File: src/rtl/gtfmac_bitslip_supervisor.sv
// gtfmac_bitslip_supervisor
// Sequences one GTFMAC bitslip adjustment block through bring-up:
// reset -> wait for block lock -> trigger correction -> confirm relock -> UP.
// Failed attempts re-reset the bitslip block, up to MAX_RETRY attempts.
// Once UP, a sustained loss of block lock restarts the sequence.
// Optional build macro GTFMAC_BS_SUP_STATS_EN adds lock_loss_cnt and
// last_fail_cause status outputs.
module gtfmac_bitslip_supervisor #(
  parameter int                CNT_W        = 20,
  parameter logic [CNT_W-1:0]  LOCK_TIMEOUT = 20'hFFFFF,
  parameter logic [CNT_W-1:0]  CORR_TIMEOUT = 20'h00FFF,
  parameter int                RST_CYCLES   = 16,
  parameter int                LOSS_FILTER  = 16,
  parameter int                MAX_RETRY    = 3
) (
  input  logic       rx_clk,
  input  logic       reset,
  input  logic       enable,
  input  logic       rx_block_lock,
  input  logic       bs_locked,
  input  logic       bs_busy,
  input  logic       bs_done,
  input  logic       bs_excessive,
  output logic       bs_rst,
  output logic       bs_correct,
  output logic       link_up,
  output logic       fail,
  output logic [3:0] retry_cnt,
  output logic [2:0] sup_state,
  output logic       timeout_pulse
`ifdef GTFMAC_BS_SUP_STATS_EN
  ,
  output logic [7:0] lock_loss_cnt,
  output logic [1:0] last_fail_cause
`endif
);

  localparam int               FILT_W    = $clog2(LOSS_FILTER + 1);
  localparam logic [FILT_W-1:0] FILT_LIM = FILT_W'(LOSS_FILTER);
  localparam logic [CNT_W-1:0]  RST_LIM  = CNT_W'(RST_CYCLES);
  localparam logic [3:0]        RETRY_LIM = 4'(MAX_RETRY);

  // Error causes; 2'd0 means no error.
  localparam logic [1:0] CAUSE_LOCK_TO = 2'd1;
  localparam logic [1:0] CAUSE_CORR_TO = 2'd2;
  localparam logic [1:0] CAUSE_EXCESS  = 2'd3;

  typedef enum logic [2:0] {
    S_IDLE        = 3'd0,
    S_RST         = 3'd1,
    S_WAIT_LOCK   = 3'd2,
    S_CORRECT     = 3'd3,
    S_WAIT_DONE   = 3'd4,
    S_WAIT_RELOCK = 3'd5,
    S_UP          = 3'd6,
    S_FAIL        = 3'd7
  } state_t;

  state_t            state_r, state_nx_s;
  logic [CNT_W-1:0]  timer_r, timer_inc_s, timer_nx_s;
  logic [FILT_W-1:0] filt_r, filt_inc_s, filt_nx_s;
  logic [3:0]        retry_nx_s;
  logic              keep_timer_s;
  logic              err_s;
  logic [1:0]        err_cause_s;
  logic              err_timeout_s;

  // Saturating increments of the shared timer and the lock filter.
  always_comb begin
    if (timer_r == {CNT_W{1'b1}}) begin
      timer_inc_s = timer_r;
    end else begin
      timer_inc_s = timer_r + CNT_W'(1);
    end
    if (filt_r == {FILT_W{1'b1}}) begin
      filt_inc_s = filt_r;
    end else begin
      filt_inc_s = filt_r + FILT_W'(1);
    end
  end

  // Next-state, retry and error decision; enable=0 overrides everything.
  always_comb begin
    state_nx_s   = state_r;
    retry_nx_s   = retry_cnt;
    keep_timer_s = 1'b0;
    err_s        = 1'b0;
    err_cause_s  = 2'd0;
    if (!enable) begin
      state_nx_s = S_IDLE;
    end else begin
      case (state_r)
        S_IDLE: begin
          state_nx_s = S_RST;
          retry_nx_s = 4'd0;
        end
        S_RST: begin
          if (timer_inc_s >= RST_LIM) begin
            state_nx_s = S_WAIT_LOCK;
          end else begin
            state_nx_s = S_RST;
          end
        end
        S_WAIT_LOCK: begin
          if (bs_excessive) begin
            err_s       = 1'b1;
            err_cause_s = CAUSE_EXCESS;
          end else if (bs_done) begin
            state_nx_s = S_WAIT_RELOCK;   // 25G path: no correction needed
          end else if (bs_locked) begin
            state_nx_s = S_CORRECT;
          end else if (timer_inc_s >= LOCK_TIMEOUT) begin
            err_s       = 1'b1;
            err_cause_s = CAUSE_LOCK_TO;
          end else begin
            state_nx_s = S_WAIT_LOCK;
          end
        end
        S_CORRECT: begin
          if (bs_busy || bs_done) begin
            state_nx_s   = S_WAIT_DONE;
            keep_timer_s = 1'b1;          // correction budget spans both states
          end else if (timer_inc_s >= CORR_TIMEOUT) begin
            err_s       = 1'b1;
            err_cause_s = CAUSE_CORR_TO;
          end else begin
            state_nx_s = S_CORRECT;
          end
        end
        S_WAIT_DONE: begin
          if (bs_done) begin
            state_nx_s = S_WAIT_RELOCK;
          end else if (timer_inc_s >= CORR_TIMEOUT) begin
            err_s       = 1'b1;
            err_cause_s = CAUSE_CORR_TO;
          end else begin
            state_nx_s = S_WAIT_DONE;
          end
        end
        S_WAIT_RELOCK: begin
          if (rx_block_lock && (filt_inc_s >= FILT_LIM)) begin
            state_nx_s = S_UP;
            retry_nx_s = 4'd0;
          end else if (timer_inc_s >= LOCK_TIMEOUT) begin
            err_s       = 1'b1;
            err_cause_s = CAUSE_LOCK_TO;
          end else begin
            state_nx_s = S_WAIT_RELOCK;
          end
        end
        S_UP: begin
          if (!rx_block_lock && (filt_inc_s >= FILT_LIM)) begin
            state_nx_s = S_RST;
          end else begin
            state_nx_s = S_UP;
          end
        end
        S_FAIL: begin
          state_nx_s = S_FAIL;
        end
        default: begin
          state_nx_s = S_IDLE;
        end
      endcase
      if (err_s) begin
        retry_nx_s = retry_cnt + 4'd1;
        if (retry_nx_s >= RETRY_LIM) begin
          state_nx_s = S_FAIL;
        end else begin
          state_nx_s = S_RST;
        end
      end else begin
        retry_nx_s = retry_nx_s;
      end
    end
  end

  assign err_timeout_s = err_s && (err_cause_s != CAUSE_EXCESS);

  // Timer clears on state entry (except CORRECT->WAIT_DONE); filter counts
  // lock-high in WAIT_RELOCK and lock-low in UP, clearing on the other level.
  always_comb begin
    if ((state_nx_s != state_r) && !keep_timer_s) begin
      timer_nx_s = {CNT_W{1'b0}};
    end else begin
      timer_nx_s = timer_inc_s;
    end
    if (state_nx_s != state_r) begin
      filt_nx_s = {FILT_W{1'b0}};
    end else if ((state_r == S_WAIT_RELOCK) && rx_block_lock) begin
      filt_nx_s = filt_inc_s;
    end else if ((state_r == S_UP) && !rx_block_lock) begin
      filt_nx_s = filt_inc_s;
    end else begin
      filt_nx_s = {FILT_W{1'b0}};
    end
  end

  // State, counters and registered outputs decoded from the next state.
  always_ff @(posedge rx_clk or negedge reset) begin
    if (!reset) begin
      state_r       <= S_IDLE;
      timer_r       <= {CNT_W{1'b0}};
      filt_r        <= {FILT_W{1'b0}};
      retry_cnt     <= 4'd0;
      bs_rst        <= 1'b1;
      bs_correct    <= 1'b0;
      link_up       <= 1'b0;
      fail          <= 1'b0;
      timeout_pulse <= 1'b0;
    end else begin
      state_r       <= state_nx_s;
      timer_r       <= timer_nx_s;
      filt_r        <= filt_nx_s;
      retry_cnt     <= retry_nx_s;
      bs_rst        <= (state_nx_s == S_IDLE) || (state_nx_s == S_RST) || (state_nx_s == S_FAIL);
      bs_correct    <= (state_nx_s == S_CORRECT) || (state_nx_s == S_WAIT_DONE);
      link_up       <= (state_nx_s == S_UP);
      fail          <= (state_nx_s == S_FAIL);
      timeout_pulse <= err_timeout_s;
    end
  end

  assign sup_state = state_r;

`ifdef GTFMAC_BS_SUP_STATS_EN
  // Lock-loss event counter and cause of the most recent failed attempt.
  always_ff @(posedge rx_clk or negedge reset) begin
    if (!reset) begin
      lock_loss_cnt   <= 8'd0;
      last_fail_cause <= 2'd0;
    end else begin
      if ((state_r == S_UP) && (state_nx_s == S_RST) && (lock_loss_cnt != 8'hFF)) begin
        lock_loss_cnt <= lock_loss_cnt + 8'd1;
      end
      if (err_s) begin
        last_fail_cause <= err_cause_s;
      end else if ((state_r == S_IDLE) && (state_nx_s == S_RST)) begin
        last_fail_cause <= 2'd0;
      end
    end
  end
`endif

endmodule

File: config.mk
export PLATFORM = sky130hd
export DESIGN_NAME = gtfmac_bitslip_supervisor
export DESIGN_NICKNAME = d
export VERILOG_FILES = /design/src/rtl/gtfmac_bitslip_supervisor.sv
export SDC_FILE = /design/constraint.sdc
export NUM_CORES = 1
export LEC_CHECK = 0
export CORE_ASPECT_RATIO = 0.5
export CORE_UTILIZATION = 55
export DETAILED_ROUTE_END_ITERATION = 6
export HOLD_SLACK_MARGIN = 0.08
export MAX_ROUTING_LAYER = met4
export PLACE_DENSITY_LB_ADDON = 0.15
export SLEW_MARGIN = 20
export SYNTH_ARGS = -nofsm -noshare
export SYNTH_HDL_FRONTEND = slang
export SYNTH_SLANG_ARGS = --single-unit
File: constraint.sdc
create_clock -name rx_clk -period 5 [get_ports rx_clk]
set_clock_uncertainty 0.1 [all_clocks]
set_input_delay 0.75 -clock rx_clk [delete_from_list [all_inputs] [get_ports rx_clk]]
set_output_delay 0.75 -clock rx_clk [all_outputs]
set_load 0.03 [all_outputs]
Yosys cells after proc, flatten, opt, wreduce, memory -nomap -nowiden. Cells that the tools add are included.

Bits in registers: 37. Bits of input ports: 8. Logic and storage cells: 99.

Add/subtract/negate cells: 3. $lt $le $gt $ge: 5. Equality and inequality tests: 17. Mux-type cells: 49. Reductions and logical operators: 16.

Operators with widths (number): two-way mux 3 bit (14); two-way mux 20 bit (2); case mux 3 bit (8 select lines) (1); equality test 3 bit (second input constant) (7); adder 20 x 1 -> 20 bit (second input constant) (1); equality test 20 bit (second input constant) (1); greater-or-equal comparator 20 x 12 -> 1 bit (second input constant) (1); greater-or-equal comparator 20 bit (second input constant) (1); greater-or-equal comparator 20 x 5 -> 1 bit (second input constant) (1); two-way mux 5 bit (4); two-way mux 1 bit (16); two-way mux 2 bit (7); equality test 3 x 2 -> 1 bit (second input constant) (3); two-way mux 4 bit (2); case mux 2 bit (4 select lines) (1); case mux 4 bit (2 select lines) (1); equality test 3 x 1 -> 1 bit (second input constant) (2); logical AND 1 bit (6); logical NOT 3 bit (2); adder 5 x 1 -> 5 bit (second input constant) (1); equality test 5 bit (second input constant) (1); greater-or-equal comparator 5 bit (second input constant) (1); adder 4 x 1 -> 4 bit (second input constant) (1); greater-or-equal comparator 4 x 2 -> 1 bit (second input constant) (1); other kinds (8) (12).

Longest topological paths before layout.
Depth in word-level cells: 14. Depth in mapped cells: 13.

Least setup slack after synthesis. OpenSTA, ideal clock, no wires.

Path kind: register to register. From: register timer_r[0]. To: register timer_r[4]. Data arrival time: 3.341 ns. Data required time: 4.789 ns. Slack: 1.448 ns. Cell stages (with the launch flop): 12. Path buffers: 0. Period minus slack after synthesis: 3.552 ns. Path through: dfrtp_1 -> ha_1 -> and3_1 -> a21oi_1 -> or3b_2 -> or4b_1 -> o32ai_1 -> a2bb2oi_2 -> o21ai_1 -> o2111ai_1 -> nand3_1 -> a2111oi_2.

Cells in the longest elaborated chain, start to end: 14. Elaborated cells on any way between the ends: 33. Classes of those cells: add/sub (1); order compare (3); eq/ne (2); mux (26); reduce/logical (1).

RTL lines: start: declaration (line 60) `logic [CNT_W-1:0] timer_r, timer_inc_s, timer_nx_s;`; start signal: assignment (line 203) `timer_r <= {CNT_W{1'b0}};`; start signal: assignment (line 213) `timer_r <= timer_nx_s;`; adder 20 x 1 -> 20 bit or equality test 20 bit (tied branches) (line 73, 70); two-way mux 20 bit (*) (line 70) `if (timer_r == {CNT_W{1'b1}}) begin`; greater-or-equal comparator 20 bit (line 112, 144); two-way mux 1 bit (line 112, 144); two-way mux 1 bit (line 110) `end else if (bs_locked) begin`; two-way mux 1 bit (line 108) `end else if (bs_done) begin`; two-way mux 1 bit (line 105) `if (bs_excessive) begin`; case mux 1 bit (4 select lines) (line 92) `case (state_r)`; two-way mux 1 bit (line 89) `if (!enable) begin`; two-way mux 3 bit (line 165) `if (err_s) begin`; two-way mux 3 bit (line 89); inequality test 3 bit (line 183) `if ((state_nx_s != state_r) && !keep_timer_s) begin`; logical AND 1 bit (line 183); two-way mux 20 bit (*) (line 183); named net timer_nx_s[4] (line 60).

The timed path passes the listed nets; every way through them passes the cells marked *. The select of a mux whose other input is x is not followed. A chain may end at the register's enable or synchronous reset.

Final worst setup path.
From: register timer_r[0]. To: register timer_r[16].

The elaborated chain is that of the path after synthesis.

==> results.md <==
* Post-route clock period utilization at 85.6%
* Share of cells above drive strength 1 at 11.7%
* Post-synth ARST share at between 90% and 100%
* Fin Setup TNS at 0 ns
* Area Overhead vs Synth at 12.3%
* Die area at 5160 sq um
* Worst IR Drop VDD at ~0.15 mV
* Die Span Y at just over 50 um
* Final instance area at between 3000 and 4000 sq um
* Hold WC Path Type: register to register
* DIE WIDTH at ~100 um
* Slew @ Worst Pin at 0.922 ns
* Syn Area/Cell at between 8 and 9 sq um
* WL/cell at roughly 17 um
* Post-synth cell types at 67
* Post-Layout Cell Count at roughly 380
* Gr usage total at 28.2%
* CTS tree: done
* Critical path class: register to register
* Critical Path End Type: register
* Gr ovfl total at 0
* Cell area after synthesis at roughly 2700 sq um
* WHS at between 0.4 and 0.5 ns
* First-pass GRT wire length at around 11000 um
* Cells after synthesis at roughly 300
* Power density of the placed cells at ~220 nW/um^2
* Initial Utilization at approximately 59%
* LEAKAGE at roughly 1.2 nW
* Maximum number of pins on one net before global-route repair at 38
* Critical Path RT at ~5.1 ns
* Max cap viols at 0
* H-tree levels at 2
* Initial detailed-routing violation count at between 100 and 150
* Vias at about 2500
* Root buffer cell: clkbuf_8
* Port bufs at 19
* Slew Limit Fails at 0
* Post-CTS setup buffers at 0
* Total power at approximately 0.65 mW
* CORE AREA at around 4500 sq um
* RSZ-0062 raised after global routing: no
* Most common cell after layout, fill and taps aside: dfrtp_1
* Setup ws final at 0.720 ns
* Worst path arrival time at 4.38 ns
* Vias in the first global route at between 2000 and 2500
* Highest Clock Rate at around 0.23 GHz
* Gpl congestion at 0.961
* Hold-fix buffers, CTS at 0
* Via-to-Cell Ratio at 6.44
* Final Util at between 60% and 70%
* Post-Route WL at between 6000 and 7000 um
* CTS max path bufs at 2
* Synth Register Bits at 37
* CTS Sinks at 37
* Worst slew margin at roughly two fifths
* Multi-input gate area at approximately 1600 sq um
* DRC at 0
* Fillers at approximately 380
* Pre-antenna DRT Iters at 5
* Pre-CTS WS at 0.812 ns
* Clock slew at reported path FFs at ~0.080 ns
* Post-route ant nets at 0
* Critical Path Start Type: register
* Placed cell count at about 380
* I/O pins at 20
* Worst Path Max Fanout at 18
* Num rows at 17
* Fin crit period at 4.28 ns
* Final #Nets at 328
* Outcome: completed
* Clk Latency, worst-skew pair at a little under 0.3 ns
* Final HPWL DP at between 4000 and 5000 um
* Post-CTS sizing at 0
* Sequential share of the synthesized area at a little over a third
* Post-synth EDFFs at 0
* Net Count, Synth at between 300 and 400
* Initial antenna violation count at 0
* Placed inst area at between 2000 and 3000 sq um
* Synth Warn # at 0
* Antenna cells at 0
* Final hold violations at 0
* Commonest cells after routing, fill and taps aside: dfrtp_1, nand2_1, nor2_1, clkdlybuf4s50_1, o21ai_0
* Final number of setup-violating endpoints at 0
* Register Area at around 930 sq um
* Dominant synthesized flop cell: dfrtp_1
* Num CTS Buffers at 5
## kinds of logic after synthesis
group / Yosys count / synth area share, %
AOI/OAI and AO/OA: 93 / 25.6
other: 1 / 0.140
buffers and inverters: 23 / 3.84
xor gates and xnor gates: 15 / 4.91
muxes: 6 / 2.34
and+or+nand+nor: 125 / 26.6
adders and majority gates: 4 / 1.87
DFF: 37 / 34.7
## routing by layer
| layer | vias to the layer above | GRT usage [%] | part of all wire [%] |
|---|---|---|---|
| met3 | 9 | 6.02 | 8.1 |
| met2 | 103 | 42.1 | 45 |
| met4 | 0 | 8.21 | 0.97 |
| met5 | - | - | 0 |
| li1 | 1179 | - | - |
| met1 | 1177 | 38.9 | 46 |
## Yosys cell counts (2+ instances only)
| cell type | count | area, sq um |
|---|---|---|
| a211oi_1 | 5 | 37.5 |
| a21boi_0 | 5 | 37.5 |
| a21o_1 | 2 | 15.0 |
| a21oi_1 | 12 | 60.1 |
| a21oi_2 | 10 | 87.6 |
| a22oi_1 | 2 | 15.0 |
| a31o_2 | 4 | 35.0 |
| a31oi_1 | 3 | 18.8 |
| and3_1 | 9 | 56.3 |
| and4_1 | 3 | 26.3 |
| buf_2 | 6 | 30.0 |
| clkbuf_1 | 7 | 26.3 |
| dfrtp_1 | 36 | 901 |
| ha_1 | 4 | 50.1 |
| inv_1 | 8 | 30.0 |
| mux2_2 | 2 | 22.5 |
| mux2i_1 | 4 | 40.0 |
| nand2_1 | 27 | 101 |
| nand2b_1 | 3 | 18.8 |
| nand3_1 | 10 | 50.1 |
| nand4_1 | 5 | 31.3 |
| nand4_2 | 3 | 37.5 |
| nand4b_1 | 2 | 17.5 |
| nor2_1 | 21 | 78.8 |
| nor2b_1 | 3 | 18.8 |
| nor3_1 | 12 | 60.1 |
| nor3b_1 | 2 | 15.0 |
| nor4_1 | 4 | 25.0 |
| o211ai_1 | 3 | 22.5 |
| o21ai_0 | 18 | 90.1 |
| o21bai_1 | 3 | 22.5 |
| o22ai_1 | 2 | 12.5 |
| o31a_1 | 5 | 43.8 |
| o31ai_1 | 2 | 15.0 |
| o32ai_1 | 3 | 26.3 |
| or3_1 | 6 | 37.5 |
| or4_1 | 4 | 30.0 |
| or4b_1 | 2 | 20.0 |
| xnor2_1 | 8 | 70.1 |
| xor2_1 | 7 | 61.3 |
## final timing paths
| check | from | end | slack, ns | depth (start not counted) |
|---|---|---|---|---|
| min in group asynchronous | reset | retry_cnt[3] | 0.78 | 2 |
| hold reg to reg | filt_r[0] | filt_r[0] | 0.50 | 2 |
| hold / removal | filt_r[0] | filt_r[0] | 0.50 | 2 |
| setup reg to reg | timer_r[0] | timer_r[16] | 0.72 | 11 |
| setup / recovery | timer_r[0] | timer_r[16] | 0.72 | 11 |
| max in group asynchronous | reset | bs_rst | 3.66 | 2 |
## power breakdown
| group | leakage [nW] | internal [mW] | total, mW | switching (mW) |
|---|---|---|---|---|
| sequential | 0.507 | 0.304 | 0.314 | 0.00991 |
| clock | 0.0574 | 0.162 | 0.278 | 0.115 |
| combinational | 0.621 | 0.0232 | 0.0593 | 0.0361 |
| total | 1.19 | 0.490 | 0.651 | 0.161 |
## area by class of cell
class                   count  area share [%]
inverters                   8            1.00
repair buffers             20            6.59
clock inverters             2            1.25
well taps                  66            2.75
multi-input cells         244            54.8
flip-flops and latches     37            30.9
clock buffers               6            2.75
## sequential cells by signal, indices dropped and copies added (netlist names)
signal,count
retry_cnt,4
filt_r,5
sup_state,3
bs_rst,1
fail,1
timeout_pulse,1
bs_correct,1
timer_r,20
link_up,1
## worst max-delay path: stages (launching register included)
cell       delay (ns)
dfrtp_1          0.44
ha_1             0.30
and3_1           0.35
a21oi_1          0.15
or3b_2           0.46
or4b_1           0.52
o32ai_1          0.36
a2bb2oi_2        0.33
o21ai_1          0.19
o2111ai_1        0.26
nand4_4          0.41
a21boi_0         0.31
Power figures use the tool's default switching activity.
